File: config.mk
export PLATFORM = sky130hd
export DESIGN_NAME = ula_multiciclo
export DESIGN_NICKNAME = d
export VERILOG_FILES = /design/src/rtl/ula_multiciclo.sv
export SDC_FILE = /design/constraint.sdc
export NUM_CORES = 1
export LEC_CHECK = 0
export BUFFER_PORTS_ARGS = -buffer_cell sky130_fd_sc_hd__buf_2
export CORE_ASPECT_RATIO = 1.5
export CORE_MARGIN = 8
export CORE_UTILIZATION = 40
export CTS_CLUSTER_SIZE = 8
export DETAILED_ROUTE_END_ITERATION = 10
export PLACE_DENSITY = 0.68
export SLEW_MARGIN = 20
export SYNTH_ARGS = -nofsm -noshare
export SYNTH_HDL_FRONTEND = slang
export SYNTH_SLANG_ARGS = --single-unit
File: constraint.sdc
create_clock -name clk -period 6.9 [get_ports clk]
set_input_delay 0.69 -clock clk [delete_from_list [all_inputs] [get_ports clk]]
set_output_delay 0.69 -clock clk [all_outputs]
set_load 0.05 [all_outputs]
File: src/rtl/ula_multiciclo.sv
// Registered MIPS ALU: single-cycle logic/arith ops plus iterative MULTU/DIVU
// with a HI register, issued through a start/busy/done handshake.
module ula_multiciclo #(
  parameter int WIDTH = 32
) (
  input  logic             clk,
  input  logic             reset,
  input  logic             start,
  input  logic [0:3]       op,
  input  logic [0:WIDTH-1] a,
  input  logic [0:WIDTH-1] b,
  output logic [0:WIDTH-1] result,
  output logic [0:WIDTH-1] hi,
  output logic             zero,
  output logic             overflow,
  output logic             busy,
  output logic             done
);

  localparam int CW = $clog2(WIDTH + 1);

  localparam logic [3:0] OP_AND   = 4'b0000;
  localparam logic [3:0] OP_OR    = 4'b0001;
  localparam logic [3:0] OP_ADD   = 4'b0010;
  localparam logic [3:0] OP_MULTU = 4'b0011;
  localparam logic [3:0] OP_DIVU  = 4'b0100;
  localparam logic [3:0] OP_SUB   = 4'b0110;
  localparam logic [3:0] OP_SLT   = 4'b0111;
  localparam logic [3:0] OP_NOR   = 4'b1100;

  typedef enum logic [1:0] {IDLE, MUL, DIV} state_t;

  state_t           state, state_nx;
  logic [CW-1:0]    cnt;
  logic [WIDTH-1:0] opnd;      // multiplicand for MUL, divisor for DIV
  logic [2*WIDTH-1:0] acc;
  logic [WIDTH-1:0] rem, quo;

  logic [WIDTH-1:0] ain, bin, alu_res;
  logic             alu_ovf;
  logic [WIDTH:0]   mul_sum;
  logic [2*WIDTH-1:0] acc_nx;
  logic [WIDTH:0]   sh_rem;
  logic [WIDTH-1:0] diff, rem_nx, quo_nx;
  logic             ge;

  assign ain = a;
  assign bin = b;

  // Single-cycle result, computed straight from the issuing operands
  always_comb begin
    alu_res = '0;
    alu_ovf = 1'b0;
    case (op)
      OP_ADD: begin
        alu_res = ain + bin;
        alu_ovf = (ain[WIDTH-1] == bin[WIDTH-1]) && (alu_res[WIDTH-1] != ain[WIDTH-1]);
      end
      OP_SUB: begin
        alu_res = ain - bin;
        alu_ovf = (ain[WIDTH-1] != bin[WIDTH-1]) && (alu_res[WIDTH-1] != ain[WIDTH-1]);
      end
      OP_AND:  alu_res = ain & bin;
      OP_OR:   alu_res = ain | bin;
      OP_NOR:  alu_res = ~(ain | bin);
      OP_SLT:  alu_res = {{(WIDTH-1){1'b0}}, $signed(ain) < $signed(bin)};
      default: alu_res = '0;
    endcase
  end

  // Shift-add step; the add carry lands in the top bit after the shift
  always_comb begin
    mul_sum = {1'b0, acc[2*WIDTH-1:WIDTH]};
    if (acc[0]) mul_sum = mul_sum + {1'b0, opnd};
    acc_nx = {mul_sum, acc[WIDTH-1:1]};
  end

  // Restoring division step
  always_comb begin
    sh_rem = {rem, quo[WIDTH-1]};
    ge     = sh_rem >= {1'b0, opnd};
    diff   = sh_rem[WIDTH-1:0] - opnd;
    rem_nx = ge ? diff : sh_rem[WIDTH-1:0];
    quo_nx = {quo[WIDTH-2:0], ge};
  end

  always_ff @(posedge clk or posedge reset) begin
    if (reset) state <= IDLE;
    else       state <= state_nx;
  end

  always_comb begin
    state_nx = state;
    case (state)
      IDLE: if (start) begin
        if (op == OP_MULTU)     state_nx = MUL;
        else if (op == OP_DIVU) state_nx = DIV;
      end
      MUL, DIV: if (cnt == CW'(1)) state_nx = IDLE;
      default: state_nx = IDLE;
    endcase
  end

  always_comb begin
    busy = (state != IDLE);
  end

  always_ff @(posedge clk or posedge reset) begin
    if (reset) begin
      cnt      <= '0;
      opnd     <= '0;
      acc      <= '0;
      rem      <= '0;
      quo      <= '0;
      result   <= '0;
      hi       <= '0;
      zero     <= 1'b0;
      overflow <= 1'b0;
      done     <= 1'b0;
    end else begin
      done <= 1'b0;
      case (state)
        IDLE: if (start) begin
          if (op == OP_MULTU) begin
            acc  <= {{WIDTH{1'b0}}, bin};
            opnd <= ain;
            cnt  <= CW'(WIDTH);
          end else if (op == OP_DIVU) begin
            rem  <= '0;
            quo  <= ain;
            opnd <= bin;
            cnt  <= CW'(WIDTH);
          end else begin
            result   <= alu_res;
            zero     <= (alu_res == '0);
            overflow <= alu_ovf;
            done     <= 1'b1;
          end
        end
        MUL: begin
          acc <= acc_nx;
          cnt <= cnt - CW'(1);
          if (cnt == CW'(1)) begin
            result   <= acc_nx[WIDTH-1:0];
            hi       <= acc_nx[2*WIDTH-1:WIDTH];
            zero     <= (acc_nx[WIDTH-1:0] == '0);
            overflow <= 1'b0;
            done     <= 1'b1;
          end
        end
        DIV: begin
          rem <= rem_nx;
          quo <= quo_nx;
          cnt <= cnt - CW'(1);
          if (cnt == CW'(1)) begin
            result   <= quo_nx;
            hi       <= rem_nx;
            zero     <= (quo_nx == '0);
            overflow <= 1'b0;
            done     <= 1'b1;
          end
        end
        default: ;
      endcase
    end
  end

endmodule
==> results.json <==
{
  "relSlewSlack_pct": 29.30,
  "grt_max_degree": 161,
  "core_um2": 49670,
  "grt_first_pass_wirelength_um": 120000,
  "grt_use_total_pct": 26.59,
  "drt_iter0_drc": 2052,
  "dp_hpwl_um": 59430,
  "crit_path_max_fanout": 28,
  "synth_top_area_share_pct": 29.22,
  "routed-wl-met3_um": 5409,
  "hp-class": "in2async",
  "synth-async-reset-ratio_pct": 100.0,
  "wl_per_cell_um": 24.59,
  "rsz0062_at_grt": "false",
  "r2r-start": "opnd[2]$_DFFE_PP0P_",
  "io_buffers": 138,
  "crit_start": "opnd[2]$_DFFE_PP0P_",
  "dieArea_um2": 57900,
  "synth_top_cell_by_area": "dfrtp_1",
  "p_leak_nw": 10.24,
  "crit_top_cell": "a21oi_1",
  "ioPinCount": 139,
  "final-setup-viol-count": 0,
  "wl_met1_um": 29860,
  "syn_area_um2": 20130,
  "start_util_pct": 40.52,
  "synth_cell_types": 90,
  "peakVddDrop_mv": 0.1992,
  "cp.required_ps": 7310,
  "fmax_mhz": 220.1,
  "max_slew.worst_pin.slew_ps": 1061,
  "synth_seq_cells": 235,
  "cts_buffers": 35,
  "maxCapViolCount": 0,
  "cts_hold_buf": 0,
  "synth_cells": 2491,
  "crit_chain": "inv_1, ha_1, o21ai_1, a21oi_1, o21a_1, o2111ai_1, nand3_1, o211ai_1, a21oi_1, o311ai_4, buf_4, nand2_1, mux2_2, o221a_1",
  "dr.pass1.iters": 6,
  "yosysWarnings": 0,
  "dpl-instance-area_um2": 21400,
  "finalPower_mw": 9.353,
  "area_delta_synth_final_pct": 11.20,
  "path_clk_slew_ps": 60,
  "finalNetCount": 2794,
  "slowest_stage": "nand2_1",
  "p_int_mw": 4.625,
  "final_hold_viol_count": 0,
  "min_period_ps": 4543,
  "critical-path-top-delay-family": "compound AO/OA/AOI/OAI gates",
  "gp_congestion": 1.022,
  "p_sw_mw": 4.728,
  "die_h_um": 290.7,
  "status": "finished clean",
  "pwr-share-seq_pct": 26.7,
  "cpPeakStageDelay_ps": 510,
  "critical_path_depth": 14,
  "wirelength_um": 79090,
  "cts-root-buf": "clkbuf_16",
  "synthTopCellsByArea": "dfrtp_1 29%, ha_1 11%, nand2_1 5.5%",
  "final_core_util_pct": 45.05,
  "power_density_nw_per_um2": 417.9,
  "synth_fp_nets": 2739,
  "drc": 0,
  "timing.final.crit_share_pct": 65.84,
  "cts_tree": "yes",
  "synth_edf_count": 0,
  "pwr-share-clk_pct": 16.8,
  "cp-end-kind": "register",
  "insertion_delay_ps": 530,
  "design_area_um2": 22380,
  "postCtsSetupRepairBufs": 0,
  "swShare_pct": 50.55,
  "synth_area_per_cell_um2": 8.079,
  "cts_buffer_depth": 3,
  "cts-resized-gates": 0,
  "drt.antenna.violating_nets": 0,
  "die_w_um": 199.1,
  "top_layer": "met5",
  "slew_violations": 0,
  "worst-r2r-cell-count": 14,
  "antenna_found_initial": 5,
  "synth.yosys.seq_area_share_pct": 29.22,
  "rows": 100,
  "drive_gt1_share_pct": 10.44,
  "cts_sinks": 235,
  "grt_pass1_vias": 20270,
  "crit_arrival_ps": 4950,
  "tns_ps": 0,
  "vias": 20240,
  "avgViaCountPerCell": 6.293,
  "htreeDepth": 2,
  "cp_num_buf_inv": 2,
  "crit_path_start_kind": "register",
  "synthFlopType": "dfrtp_1",
  "clock_skew_ps": 13.22,
  "wl_met2_um": 38180,
  "overflow": 0,
  "critPathKind": "reg2reg",
  "combPwrFrac_pct": 56.5
}
## per-stage QoR
| step | instances | hold WS [ps] | worst slack (ps) |
|---|---|---|---|
| floorplan | 2491 | 465.4 | 3132 |
| global placement | 3171 | 457.5 | 2104 |
| detailed placement | 3171 | 468.8 | 2148 |
| CTS | 3211 | 479.3 | 2451 |
| global route | 3214 | 484.9 | 2253 |
| finish | 3216 | 395.4 | 2357 |
## cell usage after synthesis (all sizes together) (6+ instances only)
library cell,number
nand2,293
a221o,34
o2111ai,13
nand3b,6
o21ai,255
clkbuf,124
nand3,56
a21o,48
nand4,24
or3,12
o31ai,35
nand2b,18
a2111oi,7
mux2i,94
a211o,14
inv,154
and2,13
a22oi,16
mux2,20
ha,173
nor2,174
o22ai,13
a21oi,179
xnor2,40
a31oi,22
o221ai,25
o211ai,24
a221oi,44
o21bai,19
and3,13
o21a,16
a21boi,8
a211oi,29
or2,9
nor2b,15
xor2,15
nor4,28
dfrtp,235
nor3,42
buf,27
a22o,15
## placed cells by master, fill, tap and decap left out, drive strengths merged, types with 8 or more instances in the layout
cell type	count
o22ai	13
a31oi	22
o21bai	19
o2111ai	13
nor3	42
a221oi	44
and2	13
ha	173
or3	12
nor2	174
a21o	48
mux2	20
xnor2	40
nor4	28
o21a	16
nor2b	15
o221ai	25
o21ai	255
and3	13
a21oi	179
o211ai	24
clkbuf	37
a211oi	29
xor2	15
or2	9
nand3	56
a22o	15
nand2b	18
nand4	24
dfrtp	235
buf	169
nand2	293
a22oi	16
a21boi	8
inv	154
a221o	34
o31ai	35
mux2i	94
a211o	14
## power by group through the flow
stage,combinational (mW),sequential (mW),clock (mW)
after floorplan,3.33,2.76,0
after CTS,5.20,2.48,1.58
final,5.28,2.50,1.57
after global placement,5.10,2.49,0
after global routing,5.71,2.55,1.64
after detailed placement,5.18,2.49,0
## logic make-up (layout without fill, tap and decap cells)
family	after synthesis	count (layout)	share of synthesized area [%]
AO/OA/AOI/OAI	871	871	28.83
XOR/XNOR	55	55	2.394
adder cells (fa/ha/maj)	177	177	11.15
buffers and inverters	309	367	5.894
flip-flops	235	235	29.22
multiplexers	114	114	5.794
other	0	4	0
AND/OR/NAND/NOR	730	730	16.71
## final cells by class
type | instances | area (um2)
sequential | 235 | 5882
multi-input combinational | 1947 | 13170
tap | 663 | 829.5
clock inverter | 3 | 32.53
antenna | 4 | 10.01
fill | 4977 | 27290
clock buffer | 37 | 904.6
inverter | 158 | 596.8
timing repair buffer | 169 | 955.9
## worst paths after layout
kind | end | slack (ps)
setup / recovery | hi[7]$_DFFE_PP0P_ | 2360
setup reg to reg | hi[7]$_DFFE_PP0P_ | 2360
hold reg to reg | result[10]$_DFFE_PP0P_ | 470
hold / removal | hi[6]$_DFFE_PP0P_ | 400
max in group asynchronous | cnt[2]$_DFFE_PP0P_ | 4830
min in group clk | result[10]$_DFFE_PP0P_ | 470
## worst register-to-register path, cell delays in order (launching register included)
cell       delay (ps)
dfrtp_1           400
inv_1              90
ha_1              410
o21ai_1           170
a21oi_1            80
o21a_1            200
o2111ai_1         320
nand3_1           200
o211ai_1          450
a21oi_1           250
o311ai_4          310
buf_4             360
nand2_1           510
mux2_2            460
o221a_1           210
## state kept, by name, indices dropped and copies added (netlist names)
name      cells
acc          64
overflow      1
opnd         32
rem          32
result       32
zero          1
done          1
hi           32
state         2
quo          32
cnt           6
## metal layers
layer / track usage, % / vias up
met5: 0 / -
met4: 17.47 / 2
met3: 3.743 / 286
met2: 44.48 / 980
met1: 31.15 / 9710
li1: - / 9260
Note: power is estimated with default switching activity, not from simulation.
